## config.mk

```make
export PLATFORM = sky130hd
export DESIGN_NAME = sphere_closest_hit_resolver_flat
export DESIGN_NICKNAME = d
export VERILOG_FILES = /design/src/rtl/sphere_closest_hit_resolver_if.sv /design/src/rtl/sphere_closest_hit_resolver.sv /design/src/flat_wrapper.sv
export SDC_FILE = /design/constraint.sdc
export NUM_CORES = 1
export LEC_CHECK = 0
export ABC_AREA = 1
export CORE_ASPECT_RATIO = 1.25
export CORE_UTILIZATION = 40
export CTS_CLUSTER_DIAMETER = 50
export DETAILED_ROUTE_END_ITERATION = 7
export PLACE_DENSITY = 0.82
export SYNTH_ARGS = -nofsm -noshare
export SYNTH_HDL_FRONTEND = slang
export SYNTH_SLANG_ARGS = --single-unit
```

## constraint.sdc

```tcl
create_clock -name clk -period 7.8 [get_ports clk]
set_clock_uncertainty 0.05 [all_clocks]
set_input_delay 1.56 -clock clk [delete_from_list [all_inputs] [get_ports clk]]
set_output_delay 1.56 -clock clk [all_outputs]
set_load 0.01 [all_outputs]
```

## src/rtl/sphere_closest_hit_resolver_if.sv

```systemverilog
// Hit-test stream bundle for the closest-hit resolver: ray start, hit beats and resolved result.
// master drives rays/beats and consumes results; slave is the resolver.
interface sphere_closest_hit_resolver_if #(
  parameter int T_WIDTH   = 32,
  parameter int PI_WIDTH  = 8,
  parameter int PAYLOAD_W = 64
);
  logic                 ray_start_valid;
  logic                 ray_start_ready;
  logic [PI_WIDTH-1:0]  ray_prim_count;
  logic [T_WIDTH-1:0]   ray_t_max;

  logic                 hit_valid;
  logic                 hit_ready;
  logic                 hit_bhit;
  logic [T_WIDTH-1:0]   hit_t;
  logic [PI_WIDTH-1:0]  hit_pi;
  logic [PAYLOAD_W-1:0] hit_payload;

  logic                 out_valid;
  logic                 out_ready;
  logic                 out_hit;
  logic [T_WIDTH-1:0]   out_t;
  logic [PI_WIDTH-1:0]  out_pi;
  logic [PAYLOAD_W-1:0] out_payload;

  modport master (
    output ray_start_valid, ray_prim_count, ray_t_max,
    output hit_valid, hit_bhit, hit_t, hit_pi, hit_payload,
    output out_ready,
    input  ray_start_ready, hit_ready,
    input  out_valid, out_hit, out_t, out_pi, out_payload
  );

  modport slave (
    input  ray_start_valid, ray_prim_count, ray_t_max,
    input  hit_valid, hit_bhit, hit_t, hit_pi, hit_payload,
    input  out_ready,
    output ray_start_ready, hit_ready,
    output out_valid, out_hit, out_t, out_pi, out_payload
  );
endinterface

```

## src/rtl/sphere_closest_hit_resolver.sv

```systemverilog
// Reduces one ray's hit beats to the closest qualifying hit; result valid the cycle after the last
// beat (or after start when count=0), held until out_ready; ready lines decode from state only.
module sphere_closest_hit_resolver #(
  parameter int T_WIDTH   = 32,
  parameter int PI_WIDTH  = 8,
  parameter int PAYLOAD_W = 64,
  parameter int T_MIN     = 1
) (
  input logic                          clk,
  input logic                          reset,
  sphere_closest_hit_resolver_if.slave bus
);

  typedef enum logic [1:0] {IDLE, COLLECT, DONE} state_t;

  localparam logic signed [T_WIDTH-1:0] T_MIN_S = T_WIDTH'(T_MIN);

  state_t                     state;
  state_t                     state_nxt;
  logic [PI_WIDTH-1:0]        remaining;
  logic signed [T_WIDTH-1:0]  best_t;
  logic [PI_WIDTH-1:0]        best_pi;
  logic [PAYLOAD_W-1:0]       best_payload;
  logic                       found;

  logic start_fire;
  logic hit_fire;
  logic qualify;

  assign start_fire = bus.ray_start_valid && bus.ray_start_ready;
  assign hit_fire   = bus.hit_valid && bus.hit_ready;

  // Strict '<' against the running best keeps the earlier beat on a tie.
  assign qualify = bus.hit_bhit
                && ($signed(bus.hit_t) >= T_MIN_S)
                && ($signed(bus.hit_t) < best_t);

  always_ff @(posedge clk or posedge reset) begin
    if (reset) begin
      state <= IDLE;
    end else begin
      state <= state_nxt;
    end
  end

  always_comb begin
    state_nxt = state;
    case (state)
      IDLE: begin
        if (start_fire) begin
          state_nxt = (bus.ray_prim_count == '0) ? DONE : COLLECT;
        end
      end
      COLLECT: begin
        if (hit_fire && remaining == PI_WIDTH'(1)) begin
          state_nxt = DONE;
        end
      end
      DONE: begin
        if (bus.out_ready) begin
          state_nxt = IDLE;
        end
      end
      default: state_nxt = IDLE;
    endcase
  end

  // Reset gating keeps ray_start_ready low for the whole reset window.
  always_comb begin
    bus.ray_start_ready = (state == IDLE) && !reset;
    bus.hit_ready       = (state == COLLECT);
    bus.out_valid       = (state == DONE);
  end

  always_ff @(posedge clk or posedge reset) begin
    if (reset) begin
      remaining    <= '0;
      best_t       <= '0;
      best_pi      <= '0;
      best_payload <= '0;
      found        <= 1'b0;
    end else if (start_fire) begin
      remaining    <= bus.ray_prim_count;
      best_t       <= $signed(bus.ray_t_max);
      best_pi      <= '0;
      best_payload <= '0;
      found        <= 1'b0;
    end else if (hit_fire) begin
      if (remaining != '0) begin
        remaining <= remaining - PI_WIDTH'(1);
      end
      if (qualify) begin
        best_t       <= $signed(bus.hit_t);
        best_pi      <= bus.hit_pi;
        best_payload <= bus.hit_payload;
        found        <= 1'b1;
      end
    end
  end

  assign bus.out_hit     = found;
  assign bus.out_t       = best_t;
  assign bus.out_pi      = best_pi;
  assign bus.out_payload = best_payload;

endmodule

```

## src/flat_wrapper.sv

```systemverilog
// flat-port wrapper written by rule: the top's interface ports become plain ports
module sphere_closest_hit_resolver_flat 
#(
  parameter int T_WIDTH   = 32,
  parameter int PI_WIDTH  = 8,
  parameter int PAYLOAD_W = 64,
  parameter int T_MIN     = 1
)
  (clk, reset, bus_ray_start_valid, bus_ray_prim_count, bus_ray_t_max, bus_hit_valid, bus_hit_bhit, bus_hit_t, bus_hit_pi, bus_hit_payload, bus_out_ready, bus_ray_start_ready, bus_hit_ready, bus_out_valid, bus_out_hit, bus_out_t, bus_out_pi, bus_out_payload);
  sphere_closest_hit_resolver_if #(.T_WIDTH(T_WIDTH), .PI_WIDTH(PI_WIDTH), .PAYLOAD_W(PAYLOAD_W)) bus_i ();
  input logic clk;
  input logic reset;
  input wire logic [$bits(bus_i.ray_start_valid)-1:0] bus_ray_start_valid;
  input wire logic [$bits(bus_i.ray_prim_count)-1:0] bus_ray_prim_count;
  input wire logic [$bits(bus_i.ray_t_max)-1:0] bus_ray_t_max;
  input wire logic [$bits(bus_i.hit_valid)-1:0] bus_hit_valid;
  input wire logic [$bits(bus_i.hit_bhit)-1:0] bus_hit_bhit;
  input wire logic [$bits(bus_i.hit_t)-1:0] bus_hit_t;
  input wire logic [$bits(bus_i.hit_pi)-1:0] bus_hit_pi;
  input wire logic [$bits(bus_i.hit_payload)-1:0] bus_hit_payload;
  input wire logic [$bits(bus_i.out_ready)-1:0] bus_out_ready;
  output wire logic [$bits(bus_i.ray_start_ready)-1:0] bus_ray_start_ready;
  output wire logic [$bits(bus_i.hit_ready)-1:0] bus_hit_ready;
  output wire logic [$bits(bus_i.out_valid)-1:0] bus_out_valid;
  output wire logic [$bits(bus_i.out_hit)-1:0] bus_out_hit;
  output wire logic [$bits(bus_i.out_t)-1:0] bus_out_t;
  output wire logic [$bits(bus_i.out_pi)-1:0] bus_out_pi;
  output wire logic [$bits(bus_i.out_payload)-1:0] bus_out_payload;
  assign bus_i.ray_start_valid = bus_ray_start_valid;
  assign bus_i.ray_prim_count = bus_ray_prim_count;
  assign bus_i.ray_t_max = bus_ray_t_max;
  assign bus_i.hit_valid = bus_hit_valid;
  assign bus_i.hit_bhit = bus_hit_bhit;
  assign bus_i.hit_t = bus_hit_t;
  assign bus_i.hit_pi = bus_hit_pi;
  assign bus_i.hit_payload = bus_hit_payload;
  assign bus_i.out_ready = bus_out_ready;
  assign bus_ray_start_ready = bus_i.ray_start_ready;
  assign bus_hit_ready = bus_i.hit_ready;
  assign bus_out_valid = bus_i.out_valid;
  assign bus_out_hit = bus_i.out_hit;
  assign bus_out_t = bus_i.out_t;
  assign bus_out_pi = bus_i.out_pi;
  assign bus_out_payload = bus_i.out_payload;
  sphere_closest_hit_resolver #(.T_WIDTH(T_WIDTH), .PI_WIDTH(PI_WIDTH), .PAYLOAD_W(PAYLOAD_W), .T_MIN(T_MIN)) u_core (.clk(clk), .reset(reset), .bus(bus_i));
endmodule
```

==> summary.md, run 1 <==
| Metric | Value |
|---|---|
| Vias | `6486` |
| Hold Slack | `0.444 ns` |
| Hold EP | `u_core.bus.out_payload[3]` |
| Sequential share of the synthesized area | `0.457` |
| Average size of a mapped cell | `7.76 µm²` |
| Mux cell area share after synthesis | `0` |
| Slew HR | `0.236` |
| Final WS setup | `3.12 ns` |
| Final setup viols | `0` |
| Area of the core | `0.0152 mm²` |
| Non-filler instance count after layout | `1261` |
| CTS Buffer Depth | `2` |
| FFs w/ async S/R, synth | `1.00` |
| Peak VDD IR | `0.000199 V` |
| Slowest cell on crit path | `nand2_1` |
| Post-Synth XOR/XNOR Area | `0.00417` |
| Int Pwr | `2.08 mW` |
| CTS Buf Count | `17` |
| Critical-path cell list | `clkdlybuf4s50_1 > ha_1 > nand2_1 > nor2_1 > nor2_1 > nand3_1 > a21oi_2 > nand2_1 > nand2_2 > buf_4 > nand3_4 > nand2_1 > nand2_1 > nand2_1` |
| Worst skew pair latency | `0.41 ns` |
| Netlist cell types | `31` |
| Post-CTS setup buffer count | `0` |
| Max-cap viol count | `0` |
| Flops & latches, synth | `115` |
| CP max stage delay | `0.86 ns` |
| DRT Wirelength | `19600 µm` |
| Crit share post-route | `0.601` |
| Final net count | `1223` |
| Fraction of the mapped netlist area in adder cells | `0.0655` |
| GRT Residual Overflow | `0` |
| Compound-Gate Fraction of Synth Area | `0.0339` |
| Synth Area in Simple Gates | `0.365` |
| Post-synth EDFFs | `0` |
| CTS root buf | `clkbuf_16` |
| Dpl ws | `2.69 ns` |
| Starting density of the core | `0.415` |
| Syn Inst Count | `812` |
| Main combinational cell family by area after synthesis | `simple AND/OR/NAND/NOR gates` |
| RR Startpoint | `u_core.bus.out_t[21]` |
| CP dominant cell by count | `nand2_1` |
| R2R setup slack | `4.36 ns` |
| DRC violations left | `0` |
| Synthesis Warnings | `0` |
| Worst path required time | `8.09 ns` |
| CTS tree | `built` |
| Min-delay worst type | `reg -> reg` |
| Synth area leader | `dfrtp_1` |
| Die Wd | `114 µm` |
| Power Dens Cells | `359 mW/mm²` |
| Layout cells sized above 1 | `0.0465` |
| Largest net degree at the start of global routing | `106` |
| 1st-iter DRT viols | `397` |
| Synthesized area | `0.00630 mm²` |
| Switching power | `1.32 mW` |
| RSZ-0062 raised after global routing | `false` |
| Fill cells | `1334` |
| TritonRoute pass-1 iters | `5` |
| Clock tree sinks | `115` |
| Static Leak | `4.63 nW` |
| Fmax | `213 MHz` |
| GPL Wtd Cong | `0.838` |
| Boundary pin count | `258` |
| Die Footprint | `0.0163 mm²` |
| Rows | `50` |
| Setup TNS | `0 ns` |
| Startpoint types | `input pin` |
| Antenna Violating Nets Remaining | `0` |
| Syn Nets | `995` |
| Worst reg2reg path depth | `14` |
| First-pass GRT wire length | `31300 µm` |
| Detailed placement HPWL | `13000 µm` |
| H-Tree Depth | `4` |
| Overall power | `3.41 mW` |
| Register share of total power | `0.314` |
| Final Slew Violations | `0` |
| Routed len/inst | `15.5 µm` |
| Initial antenna violation count | `0` |
| Tot GR Track Use | `0.245` |
| Hold Path Stages | `2` |
| Placed cells | `1229` |
| Vias in the first global route | `6544` |
| Final hold vios | `0` |
| Number of hold buffers added after cts | `0` |
| Worst-path clk slew | `0.05 ns` |
| Worst EP arrival | `4.97 ns` |
| CTS resizes | `0` |
| Logic pwr share | `0.473` |
| Via density per instance | `5.14` |
| Crit. End Element | `flip-flop` |
| Sw Ratio | `0.388` |
| Outcome | `completed` |
| Min Tclk post-route | `4.68 ns` |
| Hold Startpoint | `u_core.bus.out_payload[3]` |
| Critical path type | `in -> reg` |
| Area Overhead vs Synth | `50.5%` |
| Port Buf Inserts | `257` |
| Most used DFF post-synth | `dfrtp_1` |
| Synth top area cells | `dfrtp_1 46%, nand2_1 16%, nand3_1 8.8%` |
| Die span in y | `142 µm` |
| Inserted Diodes | `0` |
| Reg2Reg Capture Point | `u_core.bus.out_t[30]` |
| Clock Power Share | `0.213` |
| Worst Max-Slew Pin Slew | `1.14 ns` |
| Critical-path maximum fanout | `73` |
| Yosys top cell area share | `0.457` |
state kept, by name, indices dropped and copies added (netlist names):
register,count
u_core.state,2
u_core.remaining,8
u_core.bus.out_pi,8
u_core.bus.out_t,32
u_core.bus.out_hit,1
u_core.bus.out_payload,64
how the worst max path moves through the flow:
stage                       start                    to  slack (ns)  cells after the start
floorplan                   reset    u_core.bus.out_hit        3.15                      1
global placement    bus_hit_t[31]   u_core.bus.out_t[8]        2.80                     13
detailed placement  bus_hit_t[31]  u_core.bus.out_t[17]        2.69                     14
CTS                 bus_hit_t[31]  u_core.bus.out_t[30]        3.10                     14
global route        bus_hit_t[31]  u_core.bus.out_t[16]        2.83                     14
finish              bus_hit_t[31]  u_core.bus.out_t[30]        3.12                     14
layout make-up:
cell class	count	area, µm²	area share
Timing Repair Buffer	263	2620	0.276
Clock buffer	19	453	0.0478
Inverter	56	213	0.0224
Clock inverter	13	101	0.0107
Multi-Input combinational cell	587	2960	0.312
Sequential cell	115	2880	0.303
Tap cell	208	260	0.0274
cell usage after synthesis (2+ instances only):
cell type  instances
inv_2              3
nor4_1             4
ha_1              33
nor2_1            39
nand3_1          111
inv_1             53
buf_6              6
buf_2             10
nand4_1           76
o21ai_1            2
nand2_1          274
o21ai_0            6
a21oi_1           22
o22ai_1            2
xor2_1             2
clkbuf_1          33
buf_1              5
dfrtp_1          115
nor3_1             4
metal layers:
layer / GRT usage / up-vias / wire length (µm)
met1: 0.279 / 3023 / 7840
met5: 0 / - / 0
met2: 0.426 / 246 / 9790
li1: - / 3170 / -
met4: 0.103 / 0 / 571
met3: 0.0733 / 47 / 1400
power by group through the flow:
stage	combinational (mW)	clock, mW	sequential (mW)
2_1_floorplan	0.699	0	1.17
3_3_place_gp	1.58	0	1.07
3_5_place_dp	1.61	0	1.07
4_1_cts	1.63	0.736	1.07
5_1_grt	1.78	0.768	1.10
6_report	1.61	0.726	1.07
worst max-delay path: cells and delay by family:
family,cells,cell delay (ns)
AND/OR/NAND/NOR,10,1.73
AO/OA/AOI/OAI,1,0.19
adder cells (fa/ha/maj),1,0.32
buffers and inverters,2,1.15
per-stage QoR:
stage,instance area [µm²],utilization
after floorplan,6300,-
after global placement,8930,0.587
after detailed placement,8930,0.587
after CTS,9490,0.624
after global routing,9490,0.624
final,9490,0.624
cell usage in the layout, fill, tap and decap left out, types with 6 or more instances in the layout:
cell type        count
buf_4                6
clkbuf_16           17
o21ai_0              6
ha_1                33
nand4_1             76
inv_1               52
dfrtp_1            115
nand3_1            111
clkdlybuf4s50_1    257
nand2_1            273
a21oi_1             22
nor2_1              39
kinds of logic (layout without fill, tap and decap cells):
| family | Yosys count | count (layout) |
|---|---|---|
| adders and majority gates | 33 | 33 |
| xor gates and xnor gates | 3 | 3 |
| buffers and inverters | 110 | 351 |
| DFF | 115 | 115 |
| and+or+nand+nor | 513 | 513 |
| AOI/OAI and AO/OA | 38 | 38 |
(Power assumes the default switching activity.)
==> run 2, diff against run 1 <==
--- a/config.mk
+++ b/config.mk
@@ -10,7 +10,7 @@
 export CORE_UTILIZATION = 40
 export CTS_CLUSTER_DIAMETER = 50
 export DETAILED_ROUTE_END_ITERATION = 7
-export PLACE_DENSITY = 0.82
+export PLACE_DENSITY = 0.85
 export SYNTH_ARGS = -nofsm -noshare
 export SYNTH_HDL_FRONTEND = slang
 export SYNTH_SLANG_ARGS = --single-unit
==> constraint.sdc (replaced) <==
create_clock -name clk -period 4.15 [get_ports clk]
set_clock_uncertainty 0.05 [all_clocks]
set_input_delay 0.83 -clock clk [delete_from_list [all_inputs] [get_ports clk]]
set_output_delay 0.83 -clock clk [all_outputs]
set_load 0.01 [all_outputs]
==> summary.md, run 2 (synthesis gave the netlist of run 1 again) <==
| Metric | Value |
|---|---|
| Non-filler instance count after layout | `1264 (+0.24%)` |
| Largest net degree at the start of global routing | `74 (-30%)` |
| Fmax | `316 MHz` |
| Worst-path clk slew | `0.06 ns (about the same)` |
| Number of hold buffers added after cts | `0 (unchanged)` |
| Min-delay worst type | `reg -> reg` |
| Critical-path cell list | `clkdlybuf4s50_1 > nor3_1 > clkdlybuf4s50_1` |
| Layout cells sized above 1 | `0.0483 (+0.00176)` |
| First-pass GRT wire length | `31400 µm (+0.40%)` |
| Crit. End Element | `output port` |
| Final setup viols | `0 (unchanged)` |
| Area of the core | `0.0152 mm² (unchanged)` |
| R2R setup slack | `1.60 ns (-2.76 ns)` |
| CTS tree | `built` |
| Die Footprint | `0.0163 mm² (unchanged)` |
| Seq. cell area | `0.00288 mm² (unchanged)` |
| Vias | `6667 (+2.8%)` |
| RSZ-0062 raised after global routing | `false` |
| Initial antenna violation count | `0 (unchanged)` |
| Tot GR Track Use | `0.246 (+0.00107)` |
| Outcome | `completed` |
| Footprint of the multi-input gates | `0.00296 mm² (unchanged)` |
| Power Dens Cells | `684 mW/mm² (+90%)` |
| Final hold vios | `0 (unchanged)` |
| Critical path type | `in -> out` |
| Port Buf Inserts | `257 (unchanged)` |
| Peak VDD IR | `0.000417 V (+110%)` |
| GPL Wtd Cong | `0.831 (-0.80%)` |
| CTS Buffer Depth | `2 (unchanged)` |
| Slew HR | `0.395 (+0.159)` |
| Max-cap viol count | `0 (unchanged)` |
| 1st-iter DRT viols | `365 (-8.1%)` |
| Final Slew Violations | `0 (unchanged)` |
| TritonRoute pass-1 iters | `5 (unchanged)` |
| Slowest cell on crit path | `clkdlybuf4s50_1` |
| Detailed placement HPWL | `13500 µm (+3.5%)` |
| CTS root buf | `clkbuf_16` |
| Placed cells | `1233 (+0.33%)` |
| Static Leak | `4.68 nW (+1.0%)` |
| CP max stage delay | `0.62 ns (-0.24 ns)` |
| Via density per instance | `5.27 (+2.5%)` |
| Post-CTS setup buffer count | `0 (unchanged)` |
| Critical-path maximum fanout | `2 (-97%)` |
| Most common cell after layout, fill and taps aside | `nand2_1` |
| Routed len/inst | `15.8 µm (+1.7%)` |
| Antenna Violating Nets Remaining | `0 (unchanged)` |
| GRT Residual Overflow | `0 (unchanged)` |
| Max FFs per register | `64 (unchanged)` |
| Clock tree sinks | `115 (unchanged)` |
| Worst path required time | `3.27 ns (-4.82 ns)` |
| Startpoint types | `input pin` |
| Die span in y | `142 µm (unchanged)` |
| H-Tree Depth | `4 (unchanged)` |
| CTS resizes | `0 (unchanged)` |
| Die Wd | `114 µm (unchanged)` |
| Fill cells | `1282 (-3.9%)` |
| Most frequent cells in the layout | `273 x nand2_1, 257 x clkdlybuf4s50_1, 115 x dfrtp_1` |
| Inserted Diodes | `0 (unchanged)` |
| Min Tclk post-route | `3.17 ns` |
| Worst EP arrival | `2.29 ns (-2.68 ns)` |
| Crit share post-route | `0.763` |
| CTS Buf Count | `17 (unchanged)` |
| DRC violations left | `0 (unchanged)` |
| Boundary pin count | `258 (unchanged)` |
| Starting density of the core | `0.415 (unchanged)` |
| DRT Wirelength | `20000 µm (+1.9%)` |
| Worst skew pair latency | `0.41 ns (about the same)` |
| Final net count | `1227 (+0.33%)` |
| Rows | `50 (unchanged)` |
| Setup TNS | `0 ns (unchanged)` |
| Area Overhead vs Synth | `52.1%` |
| Worst Max-Slew Pin Slew | `0.908 ns (-0.236 ns)` |
| Vias in the first global route | `6474 (-1.1%)` |
| CP dominant cell by count | `clkdlybuf4s50_1` |
[run 2: report_power, final]
group,switching [mW],internal [mW],leakage [nW]
registers,0.370,1.65,1.50
logic,1.58,1.51,2.91
clock network,0.547,0.896,0.267
[run 2: final timing paths]
path,startpoint,to,cells past startpoint
worst min register to register,u_core.bus.out_pi[6],u_core.bus.out_pi[6],2
max in group asynchronous,reset,u_core.bus.out_payload[1],3
min in group asynchronous,reset,u_core.state[1],2
worst max-delay path,reset,bus_ray_start_ready,3
worst max register to register,u_core.bus.out_t[5],u_core.bus.out_t[7],16
worst min-delay path,u_core.bus.out_pi[6],u_core.bus.out_pi[6],2
[run 2: area by class of cell]
class / instances / area share
clock buffer: 19 / 0.0462
tap: 208 / 0.0271
clock inverter: 12 / 0.0140
sequential: 115 / 0.300
timing repair buffer: 267 / 0.281
multi-input combinational: 587 / 0.309
inverter: 56 / 0.0222
[run 2: through the flow]
stage | power, mW | utilization | area, µm² | worst slack (ns) | hold slack [ns]
finish | 6.55 | 0.631 | 9590 | 0.982 | 0.444
global route | 6.97 | 0.631 | 9590 | 0.895 | 0.466
CTS | 6.59 | 0.631 | 9590 | 0.963 | 0.449
detailed placement | 5.10 | 0.593 | 9010 | 0.779 | 0.436
global placement | 5.01 | 0.593 | 9010 | 0.831 | 0.430
floorplan | 3.51 | - | 6300 | 0.226 | 0.481
[run 2: worst max-delay path, delay by kind of cell]
kind	cells	cell delay, ns
buffers and inverters	2	1.09
and+or+nand+nor	1	0.37
[run 2: routing by layer]
metal	share of wire	track usage	vias up	routed length, µm
met5	0	0	-	0
met4	0.031	0.113	0	626
met3	0.081	0.0762	47	1610
met2	0.50	0.416	310	10000
met1	0.39	0.285	3138	7730
li1	-	-	3172	-
==> run 3, diff against run 2 <==
--- a/config.mk
+++ b/config.mk
@@ -10,7 +10,7 @@
 export CORE_UTILIZATION = 40
 export CTS_CLUSTER_DIAMETER = 50
 export DETAILED_ROUTE_END_ITERATION = 7
-export PLACE_DENSITY = 0.85
+export PLACE_DENSITY = 0.82
 export SYNTH_ARGS = -nofsm -noshare
 export SYNTH_HDL_FRONTEND = slang
 export SYNTH_SLANG_ARGS = --single-unit
==> constraint.sdc (replaced) <==
create_clock -name clk -period 3.3 [get_ports clk]
set_clock_uncertainty 0.05 [all_clocks]
set_input_delay 0.66 -clock clk [delete_from_list [all_inputs] [get_ports clk]]
set_output_delay 0.66 -clock clk [all_outputs]
set_load 0.01 [all_outputs]
==> summary.md, run 3 (synthesis gave the netlist of run 1 again) <==
| Metric | Value |
|---|---|
| RR Startpoint | `u_core.bus.out_t[5]` |
| CTS tree | `built` |
| RSZ-0062 raised after global routing | `false` |
| Final net count | `1230 (+0.24%)` |
| Die span in y | `142 µm (unchanged)` |
| Outcome | `completed` |
| CTS Buffer Depth | `2 (unchanged)` |
| Slew HR | `0.480 (+0.0848)` |
| First-pass GRT wire length | `31300 µm (-0.29%)` |
| Boundary pin count | `258 (unchanged)` |
| CP max stage delay | `0.63 ns (about the same)` |
| Fmax | `350 MHz` |
| Hold Path Stages | `2 (unchanged)` |
| CP dominant cell by count | `clkdlybuf4s50_1` |
| Int Pwr | `5.03 mW (+24%)` |
| Final instance area | `0.00963 mm² (+0.44%)` |
| Critical-path maximum fanout | `2 (unchanged)` |
| 1st-iter DRT viols | `379 (+3.8%)` |
| Slowest cell on crit path | `clkdlybuf4s50_1` |
| Worst reg2reg path depth | `14 (-2)` |
| CTS Buf Count | `17 (unchanged)` |
| Rows | `50 (unchanged)` |
| Layout cells sized above 1 | `0.0509 (+0.00265)` |
| Worst path required time | `2.59 ns (-0.68 ns)` |
| Worst Max-Slew Pin Slew | `0.781 ns (-0.127 ns)` |
| Routed len/inst | `15.6 µm (-1.1%)` |
| Starting density of the core | `0.415 (unchanged)` |
| Critical path type | `in -> out` |
| Sw Ratio | `0.384 (+0.00254)` |
| Hold Startpoint | `u_core.bus.out_payload[34]` |
| Static Leak | `4.69 nW (+0.23%)` |
| Area Overhead vs Synth | `52.8%` |
| Antenna Violating Nets Remaining | `0 (unchanged)` |
| CP delay by family, top | `buffers and inverters` |
| R2R setup slack | `0.82 ns (-0.78 ns)` |
| Port Buf Inserts | `257 (unchanged)` |
| Tot GR Track Use | `0.248 (+0.00188)` |
| Critical path origin | `reset` |
| Reg2Reg Capture Point | `u_core.bus.out_payload[40]` |
| Number of hold buffers added after cts | `0 (unchanged)` |
| Die Footprint | `0.0163 mm² (unchanged)` |
| Die Wd | `114 µm (unchanged)` |
| Max-cap viol count | `0 (unchanged)` |
| Fill cells | `1251 (-2.4%)` |
| Peak VDD IR | `0.000384 V (-7.9%)` |
| GRT Residual Overflow | `0 (unchanged)` |
| Min Tclk post-route | `2.86 ns` |
| Largest net degree at the start of global routing | `73 (-1.4%)` |
| Buffers plus inverters on the worst setup path | `2 (unchanged)` |
| Worst EP arrival | `2.15 ns (-0.14 ns)` |
| Worst-path clk slew | `0.06 ns (about the same)` |
| Clock tree sinks | `115 (unchanged)` |
| Crit share post-route | `0.867` |
| CTS resizes | `0 (unchanged)` |
| Area of the core | `0.0152 mm² (unchanged)` |
| Most common cell after layout, fill and taps aside | `nand2_1` |
| Post-place instance area | `0.00908 mm² (+0.82%)` |
| DRC violations left | `0 (unchanged)` |
| Worst skew pair latency | `0.42 ns (about the same)` |
| Register share of total power | `0.313 (+0.005)` |
| Final setup viols | `0 (unchanged)` |
| Critical-path cell list | `clkdlybuf4s50_1 > nor3_1 > clkdlybuf4s50_1` |
| Vias | `6557 (-1.6%)` |
| DRT Wirelength | `19800 µm (-0.83%)` |
| TritonRoute pass-1 iters | `6 (+1)` |
| Clock Power Share | `0.210 (-0.010)` |
| Most frequent cells in the layout | `273 x nand2_1, 257 x clkdlybuf4s50_1, 115 x dfrtp_1` |
| Hold EP | `u_core.bus.out_payload[34]` |
| Initial antenna violation count | `1 (+1)` |
| Power Dens Cells | `848 mW/mm² (+24%)` |
| Min-delay worst type | `reg -> reg` |
| Logic pwr share | `0.477 (+0.005)` |
| H-Tree Depth | `4 (unchanged)` |
| Max FFs per register | `64 (unchanged)` |
| GPL Wtd Cong | `0.856 (+3.0%)` |
| Detailed placement HPWL | `13400 µm (-0.57%)` |
| Via density per instance | `5.17 (-2.0%)` |
| Inserted Diodes | `0 (unchanged)` |
| Startpoint types | `input pin` |
| Crit. End Element | `output port` |
| Vias in the first global route | `6291 (-2.8%)` |
| CTS root buf | `clkbuf_16` |
| Setup TNS | `0 ns (unchanged)` |
| Final hold vios | `0 (unchanged)` |
| Switching power | `3.14 mW (+25%)` |
| Final Slew Violations | `0 (unchanged)` |
| Post-CTS setup buffer count | `0 (unchanged)` |
-- run 3: area by class of cell --
| type | count | area, µm² | area share |
|---|---|---|---|
| sequential | 115 | 2880 | 0.299 |
| multi-input combinational | 587 | 2960 | 0.308 |
| inverter | 56 | 214 | 0.0222 |
| tap | 208 | 260 | 0.0270 |
| clock buffer | 19 | 433 | 0.0450 |
| timing repair buffer | 270 | 2770 | 0.288 |
| clock inverter | 13 | 113 | 0.0117 |
-- run 3: routing by layer --
| metal | GRT usage | wire, µm | vias up |
|---|---|---|---|
| met2 | 0.430 | 10100 | 257 |
| li1 | - | - | 3189 |
| met4 | 0.0834 | 458 | 0 |
| met5 | 0 | 0 | - |
| met3 | 0.0882 | 1600 | 36 |
| met1 | 0.282 | 7660 | 3075 |
-- run 3: tightest hold or removal path, stage by stage (launching register included) --
cell and delay [ns]:
dfrtp_1 0.34, nand3_1 0.07, nand2_1 0.05
-- run 3: power groups by stage --
| stage | Combinational (mW) | Clock, mW | Sequential (mW) |
|---|---|---|---|
| 3_3_place_gp | 3.81 | 0 | 2.54 |
| 2_1_floorplan | 1.65 | 0 | 2.76 |
| 6_report | 3.89 | 1.72 | 2.55 |
| 5_1_grt | 4.28 | 1.81 | 2.63 |
| 4_1_cts | 3.93 | 1.75 | 2.55 |
| 3_5_place_dp | 3.91 | 0 | 2.55 |
-- run 3: worst max path at each step --
stage | endpoint | slack, ns | cells past startpoint
global placement | u_core.bus.out_payload[11] | 0.19 | 14
floorplan | u_core.bus.out_payload[0] | 0.99 | 15
CTS | bus_ray_start_ready | 0.44 | 3
finish | bus_ray_start_ready | 0.44 | 3
detailed placement | u_core.bus.out_payload[47] | 0.13 | 15
global route | u_core.bus.out_payload[40] | 0.27 | 14
-- run 3: stage by stage --
step | hold WS (ns) | power (mW) | setup WS (ns) | instances | util
3_3_place_gp | 0.430 | 6.35 | 0.188 | 1236 | 0.598
2_1_floorplan | 0.481 | 4.41 | 0.986 | 812 | -
4_1_cts | 0.448 | 8.23 | 0.435 | 1268 | 0.633
3_5_place_dp | 0.435 | 6.45 | 0.130 | 1236 | 0.598
6_report | 0.444 | 8.16 | 0.440 | 1268 | 0.633
5_1_grt | 0.461 | 8.72 | 0.269 | 1268 | 0.633
==> edit (flow settings as in run 1) <==
Encoding of `state_t`: now one-hot (3 bits for 3 states).
--- a/src/rtl/sphere_closest_hit_resolver.sv
+++ b/src/rtl/sphere_closest_hit_resolver.sv
@@ -12,5 +12,5 @@
 );
 
-  typedef enum logic [1:0] {IDLE, COLLECT, DONE} state_t;
+  typedef enum logic [2:0] {IDLE = 3'b001, COLLECT = 3'b010, DONE = 3'b100} state_t;
 
   localparam logic signed [T_WIDTH-1:0] T_MIN_S = T_WIDTH'(T_MIN);
Formal check against the unedited RTL: same outputs for any inputs over 4 cycles, from zero or initial values and one cycle with reset high; so few cycles prove little.
==> edit against run 1 <==
Critical path depth down 11; maximum frequency down 2.6%; highest routed layer unchanged; routed wire length grew 0.78%; register-to-register slack better by 0.03 ns; via count barely moved; setup slack worse by 0.13 ns; power grew 0.87%; cell area grew 1.7%; hold slack worse by 0.0010 ns; area after synthesis fell by 0.36%; sequential cell count rose by 1.
==> edit: results (changes against run 1) <==
- Placed cell areas: 8970 sq um (+0.48%)
- Post-synth top cells: nand2_1, dfrtp_1, nand3_1
- Reg2Reg Depth: 16 (+2)
- Clock-cell share of area: 6.98% (+1.1 points)
- Multi-input gate count: 588 (+0.17%)
- Critical Path Sink: bus_ray_start_ready
- Detailed Route WL: 19800 um (+0.78%)
- Fillers: 1316 (-1.3%)
- Register area: 2900 sq um (+0.91%)
- Reg2reg end: u_core.bus.out_t[9]
- Pre-CTS setup slack: 2.76 ns (+0.0760 ns)
- Kind of end point of the critical path: primary output
- Antenna diodes: 1 (+1)
- Outcome: complete, no violations
- DP HPWL: 13500 um (+3.4%)
- DR vias/cell: 5.14 (about the same)
- Final Wtd Congestion: 0.827 (-1.3%)
- Vias in the first global route: 6173 (-5.7%)
- Synthesized Nets: 994 (-0.10%)
- Met2 Usage GRT: 41.7% (-0.93 points)
- Slew HR: 24.4% (+0.81 points)
- Slowest Stage Delay on Critical Path: 0.65 ns (-0.21 ns)
- Share of layout cells above drive strength 1: 4.56% (-0.095 points)
- Leak: 4.70 nW (+1.5%)
- Max VDD drop: 164 uV (-17%)
- Crit path max fanout: 2 (-97%)
- FF+latch count: 116 (+0.87%)
- CP startpoint: reset
- Worst reg-to-reg setup slack: 4.39 ns (+0.03 ns)
- Layout non-clock buf frac: 27.1% (-0.47 points)
- Critical path's slowest cell: clkdlybuf4s50_1
## edit: cell count changes in the layout (fill, tap and decap cells not counted), sizes merged, moves of 3 or more
| cell | delta |
|---|---|
| clkbuf | +5 |
| clkinv | -4 |
| a21oi | -3 |
| inv | -5 |
| nor2 | -3 |
| clkinvlp | -3 |
| bufinv | +5 |
## edit: where the power goes
part | total (mW) | switching (mW) | leakage [nW] | internal (mW)
combinational | 1.50 | 0.775 | 2.86 | 0.728
sequential | 1.05 | 0.186 | 1.52 | 0.865
clock | 0.884 | 0.274 | 0.327 | 0.610
## edit: cells by family after synthesis
logic type,count (synthesis),synth area share [%]
XOR/XNOR,4,0.558
flip-flops,116,46.2
AND/OR/NAND/NOR,511,36.3
AO/OA/AOI/OAI,40,3.80
buffers and inverters,107,6.57
adder cells (fa/ha/maj),33,6.57
## edit: per-layer routing
layer,vias to the layer above,wire [um]
met2,234,10200
met1,3044,7620
met4,0,530
li1,3177,-
met5,-,0
met3,36,1400
